===== config.mk =====
export PLATFORM = sky130hd
export DESIGN_NAME = tag_fifo_sched
export DESIGN_NICKNAME = d
export VERILOG_FILES = /design/src/rtl/tag_fifo_pkg.sv /design/src/rtl/rr_arbiter.sv /design/src/rtl/tag_fifo_sched.sv
export SDC_FILE = /design/constraint.sdc
export NUM_CORES = 1
export LEC_CHECK = 0
export BUFFER_PORTS_ARGS = -buffer_cell sky130_fd_sc_hd__buf_2
export CAP_MARGIN = 10
export CELL_PAD_IN_SITES_DETAIL_PLACEMENT = 0
export CELL_PAD_IN_SITES_GLOBAL_PLACEMENT = 2
export CORE_MARGIN = 5
export CORE_UTILIZATION = 24
export DETAILED_ROUTE_END_ITERATION = 8
export GPL_TIMING_DRIVEN = 0
export HOLD_SLACK_MARGIN = 0.05
export MAX_ROUTING_LAYER = met4
export PLACE_DENSITY_LB_ADDON = 0.2
export SKIP_CTS_REPAIR_TIMING = 1
export SYNTH_ARGS = -nofsm -noshare
export SYNTH_HDL_FRONTEND = slang
export SYNTH_HIERARCHICAL = 1
export SYNTH_SLANG_ARGS = --single-unit

===== constraint.sdc =====
create_clock -name clk -period 4.2 [get_ports clk]
set_input_delay 0.42 -clock clk [delete_from_list [all_inputs] [get_ports clk]]
set_output_delay 0.42 -clock clk [all_outputs]
set_load 0.1 [all_outputs]

===== src/rtl/tag_fifo_pkg.sv =====
// tag_fifo_pkg: shared defaults and round-robin pick helper for the tag FIFO scheduler.
//   TAG_DW/TAG_AW : default tag word and FIFO address widths
//   CAP           : usable FIFO capacity for the default address width
//   rr_pick       : one-hot grant for the first request at or after ptr (wrapping mod n)
package tag_fifo_pkg;
    localparam int TAG_DW  = 32;
    localparam int TAG_AW  = 8;
    localparam int CAP     = 2**TAG_AW - 1;
    localparam int MAX_REQ = 32;
    localparam int IW      = $clog2(MAX_REQ);

    function automatic logic [MAX_REQ-1:0] rr_pick(input logic [MAX_REQ-1:0] req,
                                                   input int unsigned ptr,
                                                   input int unsigned n);
        logic [MAX_REQ-1:0] g;
        logic [IW-1:0]      idx;
        g = '0;
        for (int unsigned i = 0; i < MAX_REQ; i++) begin
            idx = IW'((ptr + i) % n);
            if (i < n && g == '0 && req[idx]) g[idx] = 1'b1;
        end
        return g;
    endfunction
endpackage


===== src/rtl/rr_arbiter.sv =====
// rr_arbiter: round-robin arbiter with an internal priority pointer.
//   req_i     : per-lane requests
//   advance_i : grant is taken this cycle; pointer moves past the winner
//   gnt_o     : one-hot winner (combinational), zero when nothing requests
module rr_arbiter
    import tag_fifo_pkg::*;
#(
    parameter int NUM_REQ = 4
) (
    input  logic               clk,
    input  logic               rst,
    input  logic [NUM_REQ-1:0] req_i,
    input  logic               advance_i,
    output logic [NUM_REQ-1:0] gnt_o
);
    localparam int PW = $clog2(NUM_REQ);

    logic [PW-1:0] ptr_q, ptr_d, win;

    always_comb begin
        gnt_o = NUM_REQ'(rr_pick(MAX_REQ'(req_i), 32'(ptr_q), NUM_REQ));
        win   = '0;
        for (int i = 0; i < NUM_REQ; i++) if (gnt_o[i]) win = PW'(i);
        ptr_d = !advance_i ? ptr_q : (win == PW'(NUM_REQ - 1)) ? '0 : win + 1'b1;
    end

    always_ff @(posedge clk or posedge rst) begin
        if (rst) ptr_q <= '0;
        else     ptr_q <= ptr_d;
    end
endmodule


===== src/rtl/tag_fifo_sched.sv =====
// tag_fifo_sched: shares the tag FIFO write port among NUM_REQ lanes and sequences reads.
//   req_i/req_data_i/gnt_o       : lane write requests, packed lane data, one-hot grant
//   rd_req_i/rd_gnt_o/rd_valid_o : consumer read request, grant, FIFO data_o valid
//   fifo_wr_cs_o/fifo_wr_en_o/fifo_data_o, fifo_rd_cs_o/fifo_rd_en_o : registered FIFO strobes
//   occupancy_o/full_o/empty_o   : shadow occupancy and its limits
module tag_fifo_sched
    import tag_fifo_pkg::*;
#(
    parameter int NUM_REQ    = 4,
    parameter int DATA_WIDTH = TAG_DW,
    parameter int ADDR_WIDTH = TAG_AW
) (
    input  logic                          clk,
    input  logic                          rst,
    input  logic [NUM_REQ-1:0]            req_i,
    input  logic [NUM_REQ*DATA_WIDTH-1:0] req_data_i,
    output logic [NUM_REQ-1:0]            gnt_o,
    input  logic                          rd_req_i,
    output logic                          rd_gnt_o,
    output logic                          rd_valid_o,
    output logic                          fifo_wr_cs_o,
    output logic                          fifo_wr_en_o,
    output logic [DATA_WIDTH-1:0]         fifo_data_o,
    output logic                          fifo_rd_cs_o,
    output logic                          fifo_rd_en_o,
    output logic [ADDR_WIDTH-1:0]         occupancy_o,
    output logic                          full_o,
    output logic                          empty_o
);
    // Capacity is 2**ADDR_WIDTH-1, i.e. all ones in the occupancy register.
    localparam logic [ADDR_WIDTH-1:0] FULL_OCC = '1;

    logic                  wr_go, rd_go, wr_q, rd_q, rv_q;
    logic [NUM_REQ-1:0]    arb_gnt;
    logic [DATA_WIDTH-1:0] sel, data_q, data_d;
    logic [ADDR_WIDTH-1:0] occ_q, occ_d;

    rr_arbiter #(.NUM_REQ(NUM_REQ)) u_arb (
        .clk       (clk),
        .rst       (rst),
        .req_i     (req_i),
        .advance_i (wr_go),
        .gnt_o     (arb_gnt)
    );

    // Grants use the pre-update occupancy, so counting on the grant edge can never overrun.
    always_comb begin
        wr_go = |req_i && occ_q != FULL_OCC;
        rd_go = rd_req_i && occ_q != '0;
        sel   = '0;
        for (int k = 0; k < NUM_REQ; k++) if (arb_gnt[k]) sel = req_data_i[k*DATA_WIDTH +: DATA_WIDTH];
        data_d = wr_go ? sel : data_q;
        occ_d  = occ_q + ADDR_WIDTH'(wr_go) - ADDR_WIDTH'(rd_go);
    end

    always_ff @(posedge clk or posedge rst) begin
        if (rst) begin
            wr_q   <= 1'b0;
            rd_q   <= 1'b0;
            rv_q   <= 1'b0;
            data_q <= '0;
            occ_q  <= '0;
        end else begin
            wr_q   <= wr_go;
            rd_q   <= rd_go;
            rv_q   <= rd_q;
            data_q <= data_d;
            occ_q  <= occ_d;
        end
    end

    assign gnt_o        = wr_go ? arb_gnt : '0;
    assign rd_gnt_o     = rd_go;
    assign rd_valid_o   = rv_q;
    assign fifo_wr_cs_o = wr_q;
    assign fifo_wr_en_o = wr_q;
    assign fifo_data_o  = data_q;
    assign fifo_rd_cs_o = rd_q;
    assign fifo_rd_en_o = rd_q;
    assign occupancy_o  = occ_q;
    assign full_o       = occ_q == FULL_OCC;
    assign empty_o      = occ_q == '0;

    a_no_wrap: assert property (@(posedge clk) disable iff (rst)
        !(wr_go && !rd_go && occ_q == FULL_OCC) && !(rd_go && !wr_go && occ_q == '0));
endmodule

# Word level (Yosys, flattened, before mapping)
# Cells that the tools add are included.
# word_totals
ff_bits,45
out_inout_bits,52
# op_classes
add_sub_neg,6
n_lt_le_gt_ge,8
eq_ne,3
mux,29
bitwise_logic,3
reduce_logical,15
# op_table
op,n
$mux W32,6
$logic_not A32 Y1,3
$or A32 B4 Y32,2
$lt A2 B6 Y1 const B,4
$mux W4,3
$logic_and A1 B1 Y1,9
$mux W1,9
$add A8 B1 Y8,1
$bmux W1 S2,4
$demux W1 S2,4
$eq A8 B8 Y1 const B,1
$ge A2 B1 Y1 const B,4
$logic_not A8 Y1,1
$ne A8 B8 Y1 const B,1
$reduce_bool A8 Y1,1
$sub A8 B1 Y8,1
$mux W2,3
$add A2 B1 Y2 const B,2
$add A2 B2 Y2 const B,2
$or A4 B4 Y4,1
$reduce_or A4 Y1,1
$eq A2 B2 Y1 const B,1

# Logic depth before layout (Yosys ltp)
# depth
word_depth,19
mapped_depth,14
ltp_nobuf,14

# Hierarchy
# The synthesis kept the hierarchy.
# modules_own_cells
mod,instances,cells_per_inst,area_each_um2,seq_area_each_um2
tag_fifo_sched,1,273,2565.0,1076.0
rr_arbiter,1,64,553.0,50.0

# Worst setup path before layout
# No wires, ideal clock.
# synth_timing
kind,flip-flop to flip-flop
from,"register occ_q[4], in the netlist occupancy_o[4]"
to,"register occ_q[6], in the netlist occupancy_o[6]"
setup_ns,0.124
arrival_ns,5.005
path_slack_ns,-0.929
path_stages_with_launch,15
n_path_buf,0
period_less_slack_ns,5.129
path_cell_list,dfrtp_1 inv_1 ha_1 and4_1 nor2b_1 ha_1 inv_1 ha_1 inv_1 fa_1 inv_1 a21oi_1 nor2_1 o21ai_0 a211o_1
# synth_rtl
item,line_no,rtl
start: declaration,tag_fifo_sched.sv:36,"logic [ADDR_WIDTH-1:0] occ_q, occ_d;"
start signal: assignment,tag_fifo_sched.sv:62,occ_q <= '0;
start signal: assignment,tag_fifo_sched.sv:68,occ_q <= occ_d;
$reduce_bool A8 Y1,tag_fifo_sched.sv:49,rd_go = rd_req_i && occ_q != '0;
$logic_and A1 B1 Y1,tag_fifo_sched.sv:49,
via rd_gnt_o,tag_fifo_sched.sv:19,"output logic rd_gnt_o,"
$sub A8 B1 Y8,tag_fifo_sched.sv:53,occ_d = occ_q + ADDR_WIDTH'(wr_go) - ADDR_WIDTH'(rd_go);
via occ_d[6],tag_fifo_sched.sv:36,
# The timed path passes the listed nets, and every way through them passes these cells.
# A chain may end at the register's enable or synchronous reset.

# Final worst setup path
# layout_timing
from,register u_arb.ptr_q[1]
to,output gnt_o[3]
# layout_between
elab_chain_cells,15
# layout_rtl
item,line_no,rtl
start: declaration,rr_arbiter.sv:18,"logic [PW-1:0] ptr_q, ptr_d, win;"
start signal: assignment,rr_arbiter.sv:29,else ptr_q <= ptr_d;
$lt A2 B6 Y1 (implied by the code) or $ge A2 B1 Y1 (tied branches),tag_fifo_pkg.sv:20,if (i < n && g == '0 && req[idx]) g[idx] = 1'b1;
$logic_and A1 B1 Y1 (implied by the code),tag_fifo_pkg.sv:20,
$mux W1 (implied by the code),tag_fifo_pkg.sv:20,
$demux W1 S2,tag_fifo_pkg.sv:20,
$mux W4,tag_fifo_pkg.sv:20,
$logic_not A32 Y1,tag_fifo_pkg.sv:20,
$logic_and A1 B1 Y1,tag_fifo_pkg.sv:20,
$mux W32,tag_fifo_pkg.sv:20,
$logic_not A32 Y1,tag_fifo_pkg.sv:20,
$logic_and A1 B1 Y1,tag_fifo_pkg.sv:20,
$mux W32,tag_fifo_pkg.sv:20,
$logic_not A32 Y1,tag_fifo_pkg.sv:20,
$logic_and A1 B1 Y1,tag_fifo_pkg.sv:20,
$mux W4 *,tag_fifo_pkg.sv:20,
via arb_gnt[3],tag_fifo_sched.sv:34,logic [NUM_REQ-1:0] arb_gnt;
$mux W4 *,tag_fifo_sched.sv:72,assign gnt_o = wr_go ? arb_gnt : '0;
end: declaration,tag_fifo_sched.sv:17,"output logic [NUM_REQ-1:0] gnt_o,"
# The timed path passes the listed nets; every way through them passes the cells marked *. The select of a mux whose other input is x is not followed.

==> results.sh <==
export IMPL_outcome="finished, final reports clean"
export IMPL_grt_util_all_layers_pct=16.01
export IMPL_yosysMostFrequentCell="dfrtp_1"
export IMPL_io_pins=187
export IMPL_viasPerCell=4.850
export IMPL_place_detailed_hpwl_um=10090
export IMPL_grt_first_pass_wirelength_um=18600
export IMPL_cts_buffers_inserted=5
export IMPL_firstDrtPassIters=4
export IMPL_antenna_left=0
export IMPL_relSlewSlack_pct=61.62
export IMPL_worstPathRequired_ns=3.78
export IMPL_grt_max_degree=23
export IMPL_gp_congestion=0.8305
export IMPL_cts_clk_slew_worst_paths_ns=0.06
export IMPL_max_slew_worst_pin_slew_ns=0.5757
export IMPL_core_area_sq_mm=0.01267
export IMPL_synth_cell_type_count=48
export IMPL_ys_ff_latch=45
export IMPL_fin_crit_ns=3.955
export IMPL_hold_violations=0
export IMPL_setup_tns_ns=0
export IMPL_htreeDepth=2
export IMPL_die_area_sq_mm=0.01537
export IMPL_drive_gt1_share_pct=42.86
export IMPL_syn_mean_instance_area_sq_um=9.252
export IMPL_clk_latency_ns=0.29
export IMPL_cts_sink_count=45
export IMPL_post_route_period_util_pct=94.17
export IMPL_wl_per_cell_um=17.63
export IMPL_num_antenna_cells=0
export IMPL_synth_area_leader_cell="dfrtp_1"
export IMPL_final_setup_skew_ns=0.004548
export IMPL_nets=696
export IMPL_ctsRootBufferMaster="clkbuf_16"
export IMPL_multiInputGateArea_sq_mm=0.001782
export IMPL_synth_ff_type="dfrtp_1"
export IMPL_synth_top_area_share_pct=36.12
export IMPL_grt_pass1_vias=3601
export IMPL_antenna_found_initial=0
export IMPL_cp_end_kind="primary output"
export IMPL_setup_violations_final=0
export IMPL_maxSlewViolCount=0
export IMPL_seq_area_sq_mm=0.001129
export IMPL_rows=41
export IMPL_synth_edff_count=0
export IMPL_synth_area_sq_mm=0.003118
export IMPL_area_delta_synth_final_pct=45.59
export IMPL_yosys_top_cells_area="dfrtp_1, a221oi_1, ha_1, o31ai_1, o22ai_1"
export IMPL_fmax_mhz=252.8
export IMPL_critPathKind="reg2out"
export IMPL_cp_data_arrival_time_ns=3.54
export IMPL_synth_cells=337
export IMPL_max_cap_violations=0
export IMPL_hold_class="in2reg"
export IMPL_synth_commonest_cells="dfrtp_1, nand2_1, o31ai_1, a221oi_1, o22ai_1"
export IMPL_setup_worst_path_start_class="register"
export IMPL_fillers=1351
export IMPL_port_buffers=186
export IMPL_yosysWarningCount=6
export IMPL_via_count=3448
export IMPL_cts_tree="yes"
export IMPL_wl_um=12540
export IMPL_drtIter0Drc=102
export IMPL_clk_path_buf_depth=2
export IMPL_grt_ovfl_total=0
export IMPL_syn_nets=495
export IMPL_die_height_um=124.0
export IMPL_yosysSeqAreaShare_pct=36.12
export IMPL_grt_setup_unrepaired="false"
export IMPL_initial_utilization_pct=24.61
export IMPL_cp_max_fo=10
export IMPL_drc=0
export IMPL_postSynth_asyncResetShare_pct=100.0
export IMPL_die_w_um=124.0
## per-stage QoR
| step | setup slack [ns] | area, sq um | std cells | hold slack, ns | util, % |
|---|---|---|---|---|---|
| final | 0.2448 | 4539 | 711 | 0.3934 | 35.83 |
| after global routing | 0.02410 | 4539 | 711 | 0.3810 | 35.83 |
| after CTS | -0.4071 | 4467 | 704 | -0.01112 | 35.25 |
| after detailed placement | -0.05516 | 4294 | 696 | 0.2992 | 33.89 |
| after global placement | -0.006714 | 4274 | 695 | 0.2927 | 33.73 |
| after floorplan | 0.02697 | 3128 | 337 | 0.1612 | - |
## state kept, by name (all words and copies together), names as in the netlist
register	flops
fifo_data_o	32
fifo_rd_cs_o	1
fifo_wr_cs_o	1
occupancy_o	8
rd_valid_o	1
u_arb/ptr_q	2
## critical path, stage by stage, from the launching register on
cell	delay, ns
dfrtp_2	0.42
inv_1	0.14
ha_1	0.35
mux4_2	0.56
a21boi_1	0.19
a32oi_1	0.20
nand2_2	0.14
nor2_1	0.22
a31o_1	0.25
clkinvlp_4	0.15
buf_2	0.22
nor2_2	0.14
buf_6	0.23
## area by class of cell
| cell class | instances | area share (%) |
|---|---|---|
| buffer | 25 | 2.839 |
| timing repair buffer | 194 | 22.35 |
| clock inverter | 1 | 0.6615 |
| tap | 172 | 4.741 |
| inverter | 25 | 2.150 |
| sequential | 45 | 24.86 |
| multi-input combinational | 242 | 39.25 |
| clock buffer | 7 | 3.142 |
## cell families after synthesis
kind of cell	synth area share, %
buffers and inverters	7.062
muxes	2.889
xor gates and xnor gates	1.404
AOI/OAI and AO/OA	29.70
and+or+nand+nor	13.36
DFF	36.12
adders and majority gates	9.470
## per-layer routing
metal	global-route usage (%)	up-vias	share of wire, %
met5	-	-	0
met4	3.149	0	0.93
met3	2.679	8	7.5
met2	26.90	135	48
met1	20.51	1617	43
li1	-	1688	-
## final timing paths
path,from,end,slack [ns],depth (start not counted)
worst min register to register,fifo_rd_cs_o$_DFF_PP0_,rd_valid_o$_DFF_PP0_,0.46,0
worst max register to register,u_arb/ptr_q[1]$_DFFE_PP0P_,fifo_data_o[6]$_DFFE_PP0N_,0.37,13
max in group asynchronous,rst,fifo_data_o[16]$_DFFE_PP0N_,2.93,4
min in group asynchronous,rst,u_arb/ptr_q[1]$_DFFE_PP0P_,0.54,3
worst min-delay path,rd_req_i,fifo_rd_cs_o$_DFF_PP0_,0.39,2
worst max-delay path,u_arb/ptr_q[1]$_DFFE_PP0P_,gnt_o[3],0.24,12
## cell usage in the layout (no fill, tap or decap), types with 3 or more instances in the layout
master	netlist	layout
o31ai_1	35	35
buf_2	8	193
xnor2_1	4	4
inv_1	23	22
a31o_1	3	3
ha_1	22	22
nor2_1	16	15
a21oi_1	5	5
dfrtp_1	45	43
nand2_1	41	41
o22ai_1	32	32
a221oi_1	32	32
nor3b_1	3	3
clkbuf_16	0	5
clkbuf_1	10	9
o21ai_0	3	3
nand3_1	5	5
mux4_2	4	4
buf_1	3	3
buf_4	2	8
buf_6	2	3
nor2b_1	6	5
Power is not shown: default switching activity piles up to over one toggle a cycle in this logic, so the estimate is an artifact.
